**src/rtl/cv32e40s_wb_trace_buffer_pkg.sv**
```systemverilog
// Shared types and constants for the writeback trace buffer.
// The record layout gains a timestamp field when CV32E40S_TRACE_TIMESTAMP_EN is defined.
package cv32e40s_wb_trace_buffer_pkg;

    localparam int unsigned WB_TRACE_DEPTH_DEFAULT = 32'd4;
    localparam int unsigned WB_TRACE_SEQ_W         = 32'd16;

    typedef struct packed {
        logic        instr_valid;
        logic        illegal_insn;
        logic [31:0] pc;
    } ex_wb_pipe_t;

    typedef struct packed {
        logic [31:0]               pc;
        logic                      illegal;
        logic [WB_TRACE_SEQ_W-1:0] seq;
`ifdef CV32E40S_TRACE_TIMESTAMP_EN
        logic [31:0]               tstamp;
`endif
    } wb_trace_rec_t;

    // Drop counter sticks at all-ones instead of wrapping back to zero
    function automatic logic [15:0] sat_inc16(input logic [15:0] value);
        logic [15:0] result;
        if (value == 16'hFFFF) begin
            result = value;
        end else begin
            result = value + 16'd1;
        end
        return result;
    endfunction

endpackage

```
**src/rtl/cv32e40s_wb_trace_buffer_if.sv**
```systemverilog
// Trace drain port: valid/ready handshake plus the head record fields.
// The buffer drives the master side, the consumer the slave side.
interface cv32e40s_wb_trace_buffer_if;

    logic        trace_valid_o;
    logic        trace_ready_i;
    logic [31:0] trace_pc_o;
    logic        trace_illegal_o;
    logic [15:0] trace_seq_o;
    logic [31:0] trace_tstamp_o;

    modport master (
        output trace_valid_o,
        output trace_pc_o,
        output trace_illegal_o,
        output trace_seq_o,
        output trace_tstamp_o,
        input  trace_ready_i
    );

    modport slave (
        input  trace_valid_o,
        input  trace_pc_o,
        input  trace_illegal_o,
        input  trace_seq_o,
        input  trace_tstamp_o,
        output trace_ready_i
    );

endinterface

```
**src/rtl/cv32e40s_wb_trace_fifo.sv**
```systemverilog
// Generic synchronous FIFO with wrap-bit pointers; the record type is a parameter.
// Pushes into a full FIFO are ignored unless a pop happens in the same cycle.
module cv32e40s_wb_trace_fifo #(
    parameter int unsigned DEPTH = 32'd4,
    parameter type         T     = logic [7:0]
) (
    input  logic clk_i,
    input  logic rst_ni,
    input  logic clear_i,
    input  logic push_i,
    input  T     data_i,
    input  logic pop_i,
    output T     data_o,
    output logic full_o,
    output logic empty_o
);

    localparam int unsigned AW      = $clog2(DEPTH);
    localparam logic [AW:0] PTR_ONE = {{AW{1'b0}}, 1'b1};

    logic [AW:0] r_wptr;
    logic [AW:0] r_rptr;
    T            r_mem [DEPTH];

    logic        w_empty;
    logic        w_full;
    logic        w_do_pop;
    logic        w_do_push;

    assign w_empty   = (r_wptr == r_rptr);
    assign w_full    = (r_wptr[AW] != r_rptr[AW]) && (r_wptr[AW-1:0] == r_rptr[AW-1:0]);
    assign w_do_pop  = pop_i & ~w_empty & ~clear_i;
    assign w_do_push = push_i & (~w_full | w_do_pop) & ~clear_i;

    // Read and write pointers; flush returns both to zero
    always_ff @(posedge clk_i or negedge rst_ni) begin
        if (!rst_ni) begin
            r_wptr <= {(AW+1){1'b0}};
            r_rptr <= {(AW+1){1'b0}};
        end else if (clear_i) begin
            r_wptr <= {(AW+1){1'b0}};
            r_rptr <= {(AW+1){1'b0}};
        end else begin
            if (w_do_push) begin
                r_wptr <= r_wptr + PTR_ONE;
            end
            if (w_do_pop) begin
                r_rptr <= r_rptr + PTR_ONE;
            end
        end
    end

    // Record storage; entries are only observable while the FIFO is non-empty
    always_ff @(posedge clk_i) begin
        if (w_do_push) begin
            r_mem[r_wptr[AW-1:0]] <= data_i;
        end
    end

    // Head entry, forced to zero when nothing is queued
    always_comb begin
        data_o = '0;
        if (w_empty) begin
            data_o = '0;
        end else begin
            data_o = r_mem[r_rptr[AW-1:0]];
        end
    end

    assign full_o  = w_full;
    assign empty_o = w_empty;

endmodule

```
**src/rtl/cv32e40s_wb_trace_buffer.sv**
```systemverilog
// Writeback trace buffer: captures retiring (or only illegal) instructions into a FIFO
// and keeps retire/illegal/drop counters. CV32E40S_TRACE_TIMESTAMP_EN adds cycle stamps.
module cv32e40s_wb_trace_buffer
    import cv32e40s_wb_trace_buffer_pkg::*;
#(
    parameter int unsigned DEPTH       = WB_TRACE_DEPTH_DEFAULT,
    parameter bit          CAPTURE_ALL = 1'b0
) (
    input  logic                               clk_i,
    input  logic                               rst_ni,
    input  ex_wb_pipe_t                        ex_wb_pipe_i,
    input  logic                               wb_valid_i,
    input  logic                               clear_i,
    cv32e40s_wb_trace_buffer_if.master         trace_if,
    output logic [31:0]                        retire_cnt_o,
    output logic [31:0]                        illegal_cnt_o,
    output logic [15:0]                        drop_cnt_o,
    output logic                               overflow_o
);

    logic                      w_retire;
    logic                      w_capture;
    logic                      w_pop;
    logic                      w_push;
    logic                      w_drop;
    logic                      w_full;
    logic                      w_empty;
    wb_trace_rec_t             w_rec;
    wb_trace_rec_t             w_head;

    logic [WB_TRACE_SEQ_W-1:0] r_seq;
    logic [31:0]               r_retire_cnt;
    logic [31:0]               r_illegal_cnt;
    logic [15:0]               r_drop_cnt;
    logic                      r_overflow;

    assign w_retire  = wb_valid_i & ex_wb_pipe_i.instr_valid;
    assign w_capture = w_retire & (CAPTURE_ALL | ex_wb_pipe_i.illegal_insn);
    // Pop depends only on registered state and ready, so ready never reaches valid/data
    assign w_pop     = ~w_empty & trace_if.trace_ready_i;
    assign w_push    = w_capture & (~w_full | w_pop) & ~clear_i;
    assign w_drop    = w_capture & w_full & ~w_pop & ~clear_i;

`ifdef CV32E40S_TRACE_TIMESTAMP_EN
    logic [31:0] r_tstamp;

    // Free-running cycle counter, deliberately untouched by clear_i
    always_ff @(posedge clk_i or negedge rst_ni) begin
        if (!rst_ni) begin
            r_tstamp <= 32'd0;
        end else begin
            r_tstamp <= r_tstamp + 32'd1;
        end
    end
`endif

    // Assemble the record for the instruction currently in writeback
    always_comb begin
        w_rec         = '0;
        w_rec.pc      = ex_wb_pipe_i.pc;
        w_rec.illegal = ex_wb_pipe_i.illegal_insn;
        w_rec.seq     = r_seq;
`ifdef CV32E40S_TRACE_TIMESTAMP_EN
        w_rec.tstamp  = r_tstamp;
`endif
    end

    cv32e40s_wb_trace_fifo #(
        .DEPTH (DEPTH),
        .T     (wb_trace_rec_t)
    ) u_fifo (
        .clk_i   (clk_i),
        .rst_ni  (rst_ni),
        .clear_i (clear_i),
        .push_i  (w_push),
        .data_i  (w_rec),
        .pop_i   (w_pop),
        .data_o  (w_head),
        .full_o  (w_full),
        .empty_o (w_empty)
    );

    // Sequence number and event counters; clear wins over any same-cycle event
    always_ff @(posedge clk_i or negedge rst_ni) begin
        if (!rst_ni) begin
            r_seq         <= {WB_TRACE_SEQ_W{1'b0}};
            r_retire_cnt  <= 32'd0;
            r_illegal_cnt <= 32'd0;
            r_drop_cnt    <= 16'd0;
            r_overflow    <= 1'b0;
        end else if (clear_i) begin
            r_seq         <= {WB_TRACE_SEQ_W{1'b0}};
            r_retire_cnt  <= 32'd0;
            r_illegal_cnt <= 32'd0;
            r_drop_cnt    <= 16'd0;
            r_overflow    <= 1'b0;
        end else begin
            if (w_retire) begin
                r_seq        <= r_seq + 16'd1;
                r_retire_cnt <= r_retire_cnt + 32'd1;
                if (ex_wb_pipe_i.illegal_insn) begin
                    r_illegal_cnt <= r_illegal_cnt + 32'd1;
                end
            end
            if (w_drop) begin
                r_drop_cnt <= sat_inc16(r_drop_cnt);
                r_overflow <= 1'b1;
            end
        end
    end

    assign trace_if.trace_valid_o   = ~w_empty;
    assign trace_if.trace_pc_o      = w_head.pc;
    assign trace_if.trace_illegal_o = w_head.illegal;
    assign trace_if.trace_seq_o     = w_head.seq;
`ifdef CV32E40S_TRACE_TIMESTAMP_EN
    assign trace_if.trace_tstamp_o  = w_head.tstamp;
`else
    assign trace_if.trace_tstamp_o  = 32'd0;
`endif

    assign retire_cnt_o  = r_retire_cnt;
    assign illegal_cnt_o = r_illegal_cnt;
    assign drop_cnt_o    = r_drop_cnt;
    assign overflow_o    = r_overflow;

endmodule

```
**src/flat_wrapper.sv**
```systemverilog
// flat-port wrapper written by rule: the top's interface ports become plain ports
module cv32e40s_wb_trace_buffer_flat import cv32e40s_wb_trace_buffer_pkg::*;
#(
    parameter int unsigned DEPTH       = WB_TRACE_DEPTH_DEFAULT,
    parameter bit          CAPTURE_ALL = 1'b0
)
  (clk_i, rst_ni, ex_wb_pipe_i, wb_valid_i, clear_i, retire_cnt_o, illegal_cnt_o, drop_cnt_o, overflow_o, trace_if_trace_valid_o, trace_if_trace_pc_o, trace_if_trace_illegal_o, trace_if_trace_seq_o, trace_if_trace_tstamp_o, trace_if_trace_ready_i);
  cv32e40s_wb_trace_buffer_if trace_if_i ();
  input  logic clk_i;
  input  logic rst_ni;
  input  ex_wb_pipe_t ex_wb_pipe_i;
  input  logic wb_valid_i;
  input  logic clear_i;
  output logic [31:0] retire_cnt_o;
  output logic [31:0] illegal_cnt_o;
  output logic [15:0] drop_cnt_o;
  output logic overflow_o;
  output wire logic [$bits(trace_if_i.trace_valid_o)-1:0] trace_if_trace_valid_o;
  output wire logic [$bits(trace_if_i.trace_pc_o)-1:0] trace_if_trace_pc_o;
  output wire logic [$bits(trace_if_i.trace_illegal_o)-1:0] trace_if_trace_illegal_o;
  output wire logic [$bits(trace_if_i.trace_seq_o)-1:0] trace_if_trace_seq_o;
  output wire logic [$bits(trace_if_i.trace_tstamp_o)-1:0] trace_if_trace_tstamp_o;
  input wire logic [$bits(trace_if_i.trace_ready_i)-1:0] trace_if_trace_ready_i;
  assign trace_if_trace_valid_o = trace_if_i.trace_valid_o;
  assign trace_if_trace_pc_o = trace_if_i.trace_pc_o;
  assign trace_if_trace_illegal_o = trace_if_i.trace_illegal_o;
  assign trace_if_trace_seq_o = trace_if_i.trace_seq_o;
  assign trace_if_trace_tstamp_o = trace_if_i.trace_tstamp_o;
  assign trace_if_i.trace_ready_i = trace_if_trace_ready_i;
  cv32e40s_wb_trace_buffer #(.DEPTH(DEPTH), .CAPTURE_ALL(CAPTURE_ALL)) u_core (.clk_i(clk_i), .rst_ni(rst_ni), .ex_wb_pipe_i(ex_wb_pipe_i), .wb_valid_i(wb_valid_i), .clear_i(clear_i), .trace_if(trace_if_i), .retire_cnt_o(retire_cnt_o), .illegal_cnt_o(illegal_cnt_o), .drop_cnt_o(drop_cnt_o), .overflow_o(overflow_o));
endmodule
```
**config.mk**
```make
export PLATFORM = sky130hd
export DESIGN_NAME = cv32e40s_wb_trace_buffer_flat
export DESIGN_NICKNAME = d
export VERILOG_FILES = /design/src/rtl/cv32e40s_wb_trace_buffer_pkg.sv /design/src/rtl/cv32e40s_wb_trace_buffer_if.sv /design/src/rtl/cv32e40s_wb_trace_fifo.sv /design/src/rtl/cv32e40s_wb_trace_buffer.sv /design/src/flat_wrapper.sv
export SDC_FILE = /design/constraint.sdc
export NUM_CORES = 1
export LEC_CHECK = 0
export CAP_MARGIN = 15
export CORE_MARGIN = 4
export CORE_UTILIZATION = 30
export CTS_BUF_LIST = sky130_fd_sc_hd__clkbuf_8
export CTS_CLUSTER_DIAMETER = 200
export CTS_CLUSTER_SIZE = 25
export DETAILED_ROUTE_END_ITERATION = 16
export PLACE_DENSITY = 0.52
export SYNTH_ARGS = -nofsm -noshare
export SYNTH_HDL_FRONTEND = slang
export SYNTH_SLANG_ARGS = --single-unit
```
**constraint.sdc**
```tcl
create_clock -name clk_i -period 7 [get_ports clk_i]
set_input_delay 0.7 -clock clk_i [delete_from_list [all_inputs] [get_ports clk_i]]
set_output_delay 0.7 -clock clk_i [all_outputs]
set_load 0.02 [all_outputs]
```
==> key figures, run 1 <==
Placed design
  – Placed cell area: 15000 µm²
  – Port bufs: 169
  – Inst Count DP: 1570
  – Post-DP HPWL: 18400 µm
  – Dpl ws: 3.21 ns
  – Placer congestion estimate: 0.724

Logic synthesis
  – Sequential share of the synthesized area: 65.6%
  – Async set or reset register ratio after synthesis: 34.4%
  – Syn_area_per_cell: 14.4 µm²
  – Top area cells in the synthesized netlist: edfxtp_1 46%, dfrtp_1 20%, mux4_2 8.6%
  – Post-synthesis cell type count: 43
  – Yosys reg bits: 299
  – Top_reg_cell synth: edfxtp_1
  – Post-Syn Instances: 895
  – Cell area after synthesis: 12900 µm²
  – EDFF count, synth: 196
  – Synth top area share: 45.6%
  – Ys Warns: 0
  – Commonest cells in the netlist: 196 x edfxtp_1, 103 x dfrtp_1, 99 x nor2_1
  – Synth area leader: edfxtp_1
  – Top-count cell post-synth: edfxtp_1

Global route
  – GR Overflow Total: 0
  – Vias in the first global route: 7713
  – M1 GR Usage: 17.6%
  – Largest net degree at the start of global routing: 82
  – M2 GR Usage: 19.9%
  – GRT busiest layer: met2
  – GRT met3 Usage: 2.53%
  – Total track usage: 12.3%
  – Global-route wire length before repair: 46200 µm
  – Initial antenna violation count: 0

Die
  – Initial Utilization: 30.6%
  – Core footprint: 42200 µm²
  – Num rows: 75
  – Vert. Die Dim: 215 µm
  – Io pins: 202
  – Total die area: 46400 µm²
  – Chip Width: 215 µm

Clocking
  – CTS resizes: 0
  – CTS tree: done
  – Clock slew at reported path FFs: 0.18 ns
  – Max clock buf depth: 3
  – Setup bufs post-CTS: 0
  – Hold-fix buffers at CTS: 0
  – Clock Sinks: 299
  – H-tree levels: 1
  – CTS Buf Count: 15
  – Clk_lat worst skew: 0.56 ns
  – CTS root buf: clkbuf_8

Power
  – Pint: 2.24 mW
  – Clock power frac: 24.9%
  – Combinational power share: 10.8%
  – Final Power: 2.97 mW
  – Seq pwr share: 64.3%
  – Switching Fraction: 24.5%
  – Sw power: 0.727 mW
  – Leakage: 5.27 nW
  – Pwr dens: 194 nW/µm²
  – Max rail drop VDD: 0.0939 mV

Timing
  – Slew @ Worst Pin: 0.982 ns
  – Setup TNS: 0 ns
  – Tcrit/Tclk final: 59.1%
  – Minimum clock period: 4.14 ns
  – Worst slew margin: 34.0%
  – Clk_skew: 0.0342 ns
  – Max Clk Rate: 242 MHz
  – Final hold violation count: 0
  – RSZ-0062 raised after global routing: false
  – Final worst slack: 2.86 ns
  – Final setup viols: 0
  – Final-report max-slew violation count: 0

Layout
  – Antenna cells: 0
  – Design area: 15300 µm²
  – # nets final: 1096
  – Fin cells: 1595
  – Share of layout cells above drive strength 1: 8.52%
  – Area Growth Syn to Fin: 18.5%

Critical path
  – Number of cells on the critical path: 4
  – R2R depth: 7
  – Crit Path Max Fanout: 52
  – Setup crit end kind: output port
  – Critical Path, Cell by Cell: xor2_1, or3b_2, and2_1, clkdlybuf4s50_1
  – CP max stage delay: 0.83 ns
  – Critical path buffers and inverters: 1
  – Critical path data required time: 6.30 ns
  – Crit start category: flop
  – CP max stage cell: dfrtp_4
  – CP Class: reg2out
  – Cell family with most CP delay: simple AND/OR/NAND/NOR gates
  – Arrival time at the worst endpoint: 3.44 ns

Route
  – Routed vias: 7386
  – Antenna-violating nets left: 0
  – First DRT Iteration DRCs: 442
  – Via density: 4.63
  – DRC errors left: 0
  – Routed WL per cell: 18.4 µm
  – First-pass DRT Iterations: 4
  – Wirelength, routed: 29300 µm

Run status
  – Status: completed

Flow run
  – Max_cap viols: 0

Worst hold path
  – Hold crit path type: in2async
area by class of cell:
type	instances	area (µm²)
flip-flops and latches	299	8470
fillers	4054	26900
inverters	9	33.8
multi-input cells	545	4120
clock inverters	10	37.5
clock buffers	15	206
well taps	539	674
repair buffers	178	1750
final timing paths:
check | endpoint | startpoint | slack [ns]
min in group clk_i | u_core.r_seq[4]$_DFFE_PN0P_ | clear_i | 0.49
setup reg to reg | u_core.u_fifo.r_mem[0][28]$_DFFE_PP_ | u_core.u_fifo.r_rptr[0]$_DFFE_PN0P_ | 3.66
setup / recovery | trace_if_trace_seq_o[12] | u_core.u_fifo.r_rptr[0]$_DFFE_PN0P_ | 2.86
hold / removal | u_core.retire_cnt_o[3]$_DFFE_PN0P_ | rst_ni | 0.13
max in group asynchronous | u_core.u_fifo.r_rptr[0]$_DFFE_PN0P_ | rst_ni | 5.51
hold reg to reg | u_core.overflow_o$_DFFE_PN0P_ | u_core.overflow_o$_DFFE_PN0P_ | 0.53
layout by cell type, fill, tap and decap left out, drive strengths merged, types with 12 or more instances in the layout:
cell type and count:
a21oi 12, and2 59, and3 15, and4 13, clkbuf 15, clkdlybuf4s50 167
conb 32, dfrtp 103, edfxtp 196, inv 19, mux4 49, nand2 36
nand3 33, nand4 30, nor2 99, nor3 19, xnor2 41, xor2 47
sequential cells by signal (all words and copies together) (netlist names):
signal / flops
u_core.drop_cnt_o: 16
u_core.illegal_cnt_o: 32
u_core.overflow_o: 1
u_core.r_seq: 16
u_core.retire_cnt_o: 32
u_core.u_fifo.r_mem: 196
u_core.u_fifo.r_rptr: 3
u_core.u_fifo.r_wptr: 3
power groups by stage:
stage                     clock network (mW)  logic (mW)  registers, mW
after global routing                   0.839       0.349           1.91
after detailed placement                   0       0.329           1.95
after CTS                              0.783       0.330           1.91
after global placement                     0       0.326           1.95
after floorplan                            0       0.204           1.93
final                                  0.739       0.321           1.91
per-stage QoR:
step / hold WS (ns) / utilization (%)
after CTS: 0.120 / 36.2
after global routing: 0.132 / 36.2
after detailed placement: 0.511 / 35.6
after global placement: 0.511 / 35.6
final: 0.131 / 36.2
after floorplan: 0.404 / -
logic make-up (layout without fill, tap and decap cells):
family	after synthesis	after routing	synth area share [%]
AND/OR/NAND/NOR	335	335	13.7
flip-flops	299	299	65.6
XOR/XNOR	88	88	6.03
buffers and inverters	82	212	3.46
multiplexers	54	54	8.94
AO/OA/AOI/OAI	27	27	1.34
adder cells (fa/ha/maj)	9	9	0.873
other	1	32	0.0291
metal layers:
metal	vias up	share of wire (%)
li1	3496	-
met1	3713	47
met2	156	47
met3	21	5.1
met4	0	1.1
met5	-	0
No activity file was read; power rests on OpenSTA's default activity.
==> run 2, diff against run 1 <==
- PLACE_DENSITY: 0.52 -> 0.53
- clock period: 7 -> 3.4 ns (I/O delays scaled with it)
==> key figures, run 2 (synthesis gave the netlist of run 1 again) <==
Worst hold path
  – Hold crit path type: in2reg
  – Hold depth: 2
  – Hold EP: u_core.u_fifo.r_wptr[1]$_DFFE_PN0P_
  – Hold Path Origin: clear_i

Clocking
  – CTS tree: done
  – Clock Sinks: 299 (unchanged)
  – Clk_lat worst skew: 0.57 ns (about the same)
  – Clock slew at reported path FFs: 0.17 ns (about the same)
  – CTS root buf: clkbuf_8
  – CTS Buf Count: 15 (unchanged)
  – H-tree levels: 1 (unchanged)
  – Setup bufs post-CTS: 0 (unchanged)
  – Max clock buf depth: 3 (unchanged)

Timing
  – RSZ-0062 raised after global routing: false
  – Slew @ Worst Pin: 0.927 ns (-0.0554 ns)
  – Tcrit/Tclk final: 93.9%
  – Minimum clock period: 3.19 ns
  – Final worst slack: 0.207 ns (-2.66 ns)
  – Worst slew margin: 38.2% (+4.2 points)
  – Final-report max-slew violation count: 0 (unchanged)
  – Setup TNS: 0 ns (unchanged)
  – Final hold violation count: 0 (unchanged)
  – Max Clk Rate: 313 MHz
  – Final setup viols: 0 (unchanged)
  – Clk_skew: 0.0367 ns (+0.00251 ns)

Layout
  – Area Growth Syn to Fin: 19.6%
  – Fin util: 36.6% (+0.35 points)
  – Most common cell after layout, fill and taps aside: edfxtp_1
  – Max FFs per register: 196 (unchanged)
  – Most frequent cells in the layout: 196 x edfxtp_1, 167 x clkdlybuf4s50_1, 101 x dfrtp_1
  – Fillers: 4073 (+0.47%)
  – # nets final: 1104 (+0.73%)
  – Share of layout cells above drive strength 1: 9.21% (+0.69 points)

Global route
  – Largest net degree at the start of global routing: 82 (unchanged)
  – Vias in the first global route: 7729 (+0.21%)
  – GR Overflow Total: 0 (unchanged)
  – Total track usage: 12.2% (-0.079 points)
  – Initial antenna violation count: 2 (+2)
  – Global-route wire length before repair: 46100 µm (-0.23%)

Power
  – Sw power: 1.49 mW (+100%)
  – Pint: 4.62 mW (+110%)
  – Max rail drop VDD: 0.195 mV (+110%)
  – Pwr dens: 396 nW/µm² (+100%)
  – Switching Fraction: 24.3% (-0.17 points)
  – Leakage: 5.34 nW (+1.3%)
  – Combinational power share: 11.1% (+0.3 points)
  – Seq pwr share: 64.0% (-0.3 points)
  – Clock power frac: 24.9% (about the same)

Route
  – Routed WL per cell: 18.0 µm (-2.0%)
  – First-pass DRT Iterations: 6 (+2)
  – First DRT Iteration DRCs: 326 (-26%)
  – Antenna-violating nets left: 0 (unchanged)
  – Via density: 4.66 (+0.70%)
  – DRC errors left: 0 (unchanged)
  – Routed vias: 7480 (+1.3%)
  – Wirelength, routed: 28900 µm (-1.5%)

Die
  – Io pins: 202 (unchanged)
  – Core footprint: 42200 µm² (unchanged)
  – Vert. Die Dim: 215 µm (unchanged)
  – Total die area: 46400 µm² (unchanged)
  – Chip Width: 215 µm (unchanged)
  – Num rows: 75 (unchanged)
  – Initial Utilization: 30.6% (unchanged)

Critical path
  – R2R depth: 7 (unchanged)
  – R2R Setup Slk: 0.95 ns (-2.71 ns)
  – Arrival time at the worst endpoint: 2.85 ns (-0.59 ns)
  – Crit start category: flop
  – Critical path data required time: 3.06 ns (-3.24 ns)
  – Setup crit end kind: output port
  – Reg2reg end: u_core.u_fifo.r_mem[2][36]$_DFFE_PP_
  – CP Class: reg2out
  – Crit Path Max Fanout: 44 (-15%)
  – FF-to-FF Start: u_core.u_fifo.r_rptr[0]$_DFFE_PN0P_

Placed design
  – Dpl ws: 0.524 ns (-2.68 ns)
  – Placer congestion estimate: 0.741 (+2.4%)
  – Post-DP HPWL: 17900 µm (-3.1%)
  – Port bufs: 169 (unchanged)

Run status
  – Status: completed

Flow run
  – Max_cap viols: 0 (unchanged)
[run 2: power by group through the flow]
stage / Sequential [mW] / Combinational [mW] / Clock, mW
2_1_floorplan: 3.98 / 0.417 / 0
3_3_place_gp: 3.99 / 0.688 / 0
3_5_place_dp: 3.99 / 0.696 / 0
4_1_cts: 3.91 / 0.699 / 1.63
5_1_grt: 3.92 / 0.738 / 1.75
6_report: 3.91 / 0.679 / 1.52
[run 2: per-layer routing]
metal  track usage (%)  up-vias  wire length (µm)  share of wire [%]
li1                  -     3517                 -                  -
met1              17.2     3812             13500                 47
met2              20.0      126             13700                 47
met3              2.46       23              1350                4.7
met4              2.25        2               337                1.2
met5                 0        -                20              0.069
[run 2: layout make-up]
type                    instances  area, µm²  share of cell area (%)
inverters                       9       33.8                   0.219
clock buffers                  15        206                    1.34
well taps                     539        674                    4.37
multi-input cells             545       4120                    26.7
flip-flops and latches        299       8470                    54.9
diodes                          1       2.50                  0.0162
repair buffers                186       1890                    12.3
clock inverters                10       41.3                   0.267
[run 2: worst max path at each step]
stage / start / endpoint / slack [ns] / depth (start not counted)
2_1_floorplan: u_core.u_fifo.r_rptr[0]$_DFFE_PN0P_ / u_core.u_fifo.r_mem[0][0]$_DFFE_PP_ / 0.61 / 6
3_3_place_gp: u_core.u_fifo.r_rptr[0]$_DFFE_PN0P_ / trace_if_trace_pc_o[25] / 0.63 / 4
3_5_place_dp: u_core.u_fifo.r_rptr[0]$_DFFE_PN0P_ / trace_if_trace_pc_o[30] / 0.52 / 4
4_1_cts: u_core.u_fifo.r_rptr[0]$_DFFE_PN0P_ / trace_if_trace_seq_o[2] / 0.08 / 4
5_1_grt: u_core.u_fifo.r_rptr[0]$_DFFE_PN0P_ / trace_if_trace_pc_o[1] / 0.02 / 4
6_report: u_core.u_fifo.r_rptr[0]$_DFFE_PN0P_ / trace_if_trace_seq_o[2] / 0.21 / 4
[run 2: repair_timing]
item / 4_1_cts / 5_1_grt
endpoints found under the hold margin: 55 / 0
setup endpoints to repair: 50 / 0
hold buffers: 1 / 0
resized for setup: 1 / 0
[run 2: critical path, cell delays in order, from the launching register on]
cell and delay (ns):
dfrtp_4 0.58, buf_12 0.36, mux4_2 0.61, and2_1 0.18
clkdlybuf4s50_1 0.53
[run 2: stage by stage]
step	cells	area (µm²)	hold slack [ns]	total power [mW]
3_3_place_gp	1577	15200	0.489	4.68
2_1_floorplan	926	13000	0.0444	4.40
5_1_grt	1604	15400	0.110	6.40
6_report	1604	15400	0.124	6.11
4_1_cts	1603	15400	0.0669	6.24
3_5_place_dp	1577	15200	0.505	4.69
==> run 3, diff against run 2 <==
- CORE_ASPECT_RATIO: default -> 1.4
==> key figures, run 3 (synthesis gave the netlist of run 1 again) <==
Critical path
  – Setup crit end kind: output port
  – Reg2reg end: u_core.u_fifo.r_mem[0][34]$_DFFE_PP_
  – Critical Path, Cell by Cell: buf_4, mux4_2, and2_1, clkdlybuf4s50_1
  – FF-to-FF Start: u_core.u_fifo.r_rptr[0]$_DFFE_PN0P_
  – End of the critical path: trace_if_trace_seq_o[1]
  – Arrival time at the worst endpoint: 2.79 ns (-0.06 ns)
  – Crit. Startpoint: u_core.u_fifo.r_rptr[1]$_DFFE_PN0P_
  – R2R Setup Slk: 0.90 ns (-0.05 ns)
  – CP Class: reg2out
  – Crit start category: flop
  – CP max stage cell: buf_4
  – CP max stage delay: 0.62 ns (about the same)
  – R2R depth: 7 (unchanged)
  – Crit Path Max Fanout: 51 (+16%)
  – Critical path data required time: 3.06 ns (about the same)

Flow run
  – Max_cap viols: 0 (unchanged)

Layout
  – Area Growth Syn to Fin: 19.5% (about the same)
  – Antenna cells: 0 (-1)
  – Most frequent cells in the layout: 196 x edfxtp_1, 167 x clkdlybuf4s50_1, 101 x dfrtp_1
  – Fillers: 4082 (+0.22%)
  – Most common cell after layout, fill and taps aside: edfxtp_1
  – Share of layout cells above drive strength 1: 9.13% (-0.085 points)
  – Max FFs per register: 196 (unchanged)
  – Design area: 15400 µm² (about the same)
  – # nets final: 1104 (unchanged)
  – Fin util: 36.4% (-0.11 points)

Route
  – Wirelength, routed: 28400 µm (-1.5%)
  – Routed vias: 7494 (+0.19%)
  – First-pass DRT Iterations: 6 (unchanged)
  – First DRT Iteration DRCs: 397 (+22%)
  – DRC errors left: 0 (unchanged)
  – Via density: 4.66 (-0.12%)
  – Routed WL per cell: 17.7 µm (-1.8%)
  – Antenna-violating nets left: 0 (unchanged)

Timing
  – Final-report max-slew violation count: 0 (unchanged)
  – Worst slew margin: 47.7% (+9.5 points)
  – RSZ-0062 raised after global routing: false
  – Final setup viols: 0 (unchanged)
  – Tcrit/Tclk final: 92.1% (-1.8 points)
  – Clk_skew: 0.0243 ns (-0.0123 ns)
  – Final hold violation count: 0 (unchanged)
  – Setup TNS: 0 ns (unchanged)
  – Slew @ Worst Pin: 0.784 ns (-0.143 ns)
  – Final Hold Slack: 0.231 ns (+0.108 ns)
  – Max Clk Rate: 319 MHz (+2.0%)
  – Minimum clock period: 3.13 ns (-0.0615 ns)

Global route
  – M1 GR Usage: 15.7% (-1.4 points)
  – Initial antenna violation count: 1 (-1)
  – GRT busiest layer: met2
  – M2 GR Usage: 21.1% (+1.2 points)
  – GR Overflow Total: 0 (unchanged)
  – Global-route wire length before repair: 44900 µm (-2.7%)
  – GRT met3 Usage: 2.08% (-0.38 points)
  – Largest net degree at the start of global routing: 58 (-29%)
  – Total track usage: 12.0% (-0.21 points)
  – Vias in the first global route: 7791 (+0.80%)

Power
  – Max rail drop VDD: 0.250 mV (+28%)
  – Leakage: 5.33 nW (about the same)
  – Final Power: 6.08 mW (-0.39%)
  – Pwr dens: 395 nW/µm² (-0.30%)

Placed design
  – Placer congestion estimate: 0.726 (-2.0%)
  – Port bufs: 169 (unchanged)
  – Post-DP HPWL: 18000 µm (+0.91%)
  – Placed cell area: 15200 µm² (about the same)

Die
  – Num rows: 89 (+19%)
  – Vert. Die Dim: 253 µm (+18%)
  – Core footprint: 42300 µm² (+0.21%)
  – Initial Utilization: 30.5% (-0.063 points)
  – Total die area: 46400 µm² (+0.10%)
  – Chip Width: 183 µm (-15%)
  – Io pins: 202 (unchanged)

Clocking
  – H-tree levels: 1 (unchanged)
  – CTS tree: done
  – Clock slew at reported path FFs: 0.16 ns (about the same)
  – CTS Buf Count: 15 (unchanged)
  – CTS root buf: clkbuf_8
  – Clk_lat worst skew: 0.56 ns (about the same)
  – Setup bufs post-CTS: 0 (unchanged)
  – Max clock buf depth: 3 (unchanged)
  – Clock Sinks: 299 (unchanged)

Run status
  – Status: completed

Worst hold path
  – Hold crit path type: in2reg
run 3: cell count changes in the layout (fill, tap and decap cells not counted), sizes merged:
cell / previous run / this run
diode: 1 / 0
clkinvlp: 1 / 0
run 3: stage by stage:
stage	cells	setup WS, ns
6_report	1609	0.269
5_1_grt	1609	0.103
4_1_cts	1609	0.142
3_5_place_dp	1584	0.494
3_3_place_gp	1584	0.480
2_1_floorplan	926	0.606
run 3: area by class of cell:
cell class                      instances  area, µm²  share of cell area, %
Sequential cell                       299       8470                   54.9
Clock buffer                           15        206                   1.34
Multi-Input combinational cell        545       4120                   26.7
Inverter                                9       33.8                  0.219
Clock inverter                          9       33.8                  0.219
Tap cell                              546        683                   4.43
Timing Repair Buffer                  186       1880                   12.2
run 3: power breakdown:
| part | total, mW | internal (mW) | switching (mW) |
|---|---|---|---|
| Sequential | 3.90 | 3.89 | 0.0129 |
| Combinational | 0.685 | 0.308 | 0.377 |
| Clock | 1.50 | 0.421 | 1.07 |
| Total | 6.08 | 4.62 | 1.46 |
run 3: worst min-delay path by stage:
stage,start,end,slack (ns),cells past startpoint
2_1_floorplan,rst_ni,u_core.drop_cnt_o[0]$_DFFE_PN0P_,0.04,0
3_5_place_dp,rst_ni,u_core.illegal_cnt_o[31]$_DFFE_PN0P_,0.37,1
5_1_grt,clear_i,u_core.illegal_cnt_o[9]$_DFFE_PN0P_,0.22,2
6_report,clear_i,u_core.illegal_cnt_o[9]$_DFFE_PN0P_,0.23,2
4_1_cts,clear_i,u_core.illegal_cnt_o[9]$_DFFE_PN0P_,0.19,2
3_3_place_gp,rst_ni,u_core.illegal_cnt_o[31]$_DFFE_PN0P_,0.37,1
run 3: routing by layer:
| layer | up-vias | share of wire, % |
|---|---|---|
| li1 | 3505 | - |
| met1 | 3801 | 43 |
| met2 | 164 | 51 |
| met3 | 22 | 5.0 |
| met4 | 2 | 1.2 |
| met5 | - | 0.046 |
run 3: what timing repair did:
action | 4_1_cts | 5_1_grt
hold buffers | 1 | 0
gates resized for setup | 1 | 0
hold endpoints to repair | 36 | 0
endpoints found under the setup margin | 49 | 0
run 3: worst max-delay path, delay by kind of cell (launching register included):
family,cells,cell delay (ns)
flip-flops,1,0.41
AND/OR/NAND/NOR,1,0.19
multiplexers,1,0.46
buffers and inverters,2,1.15
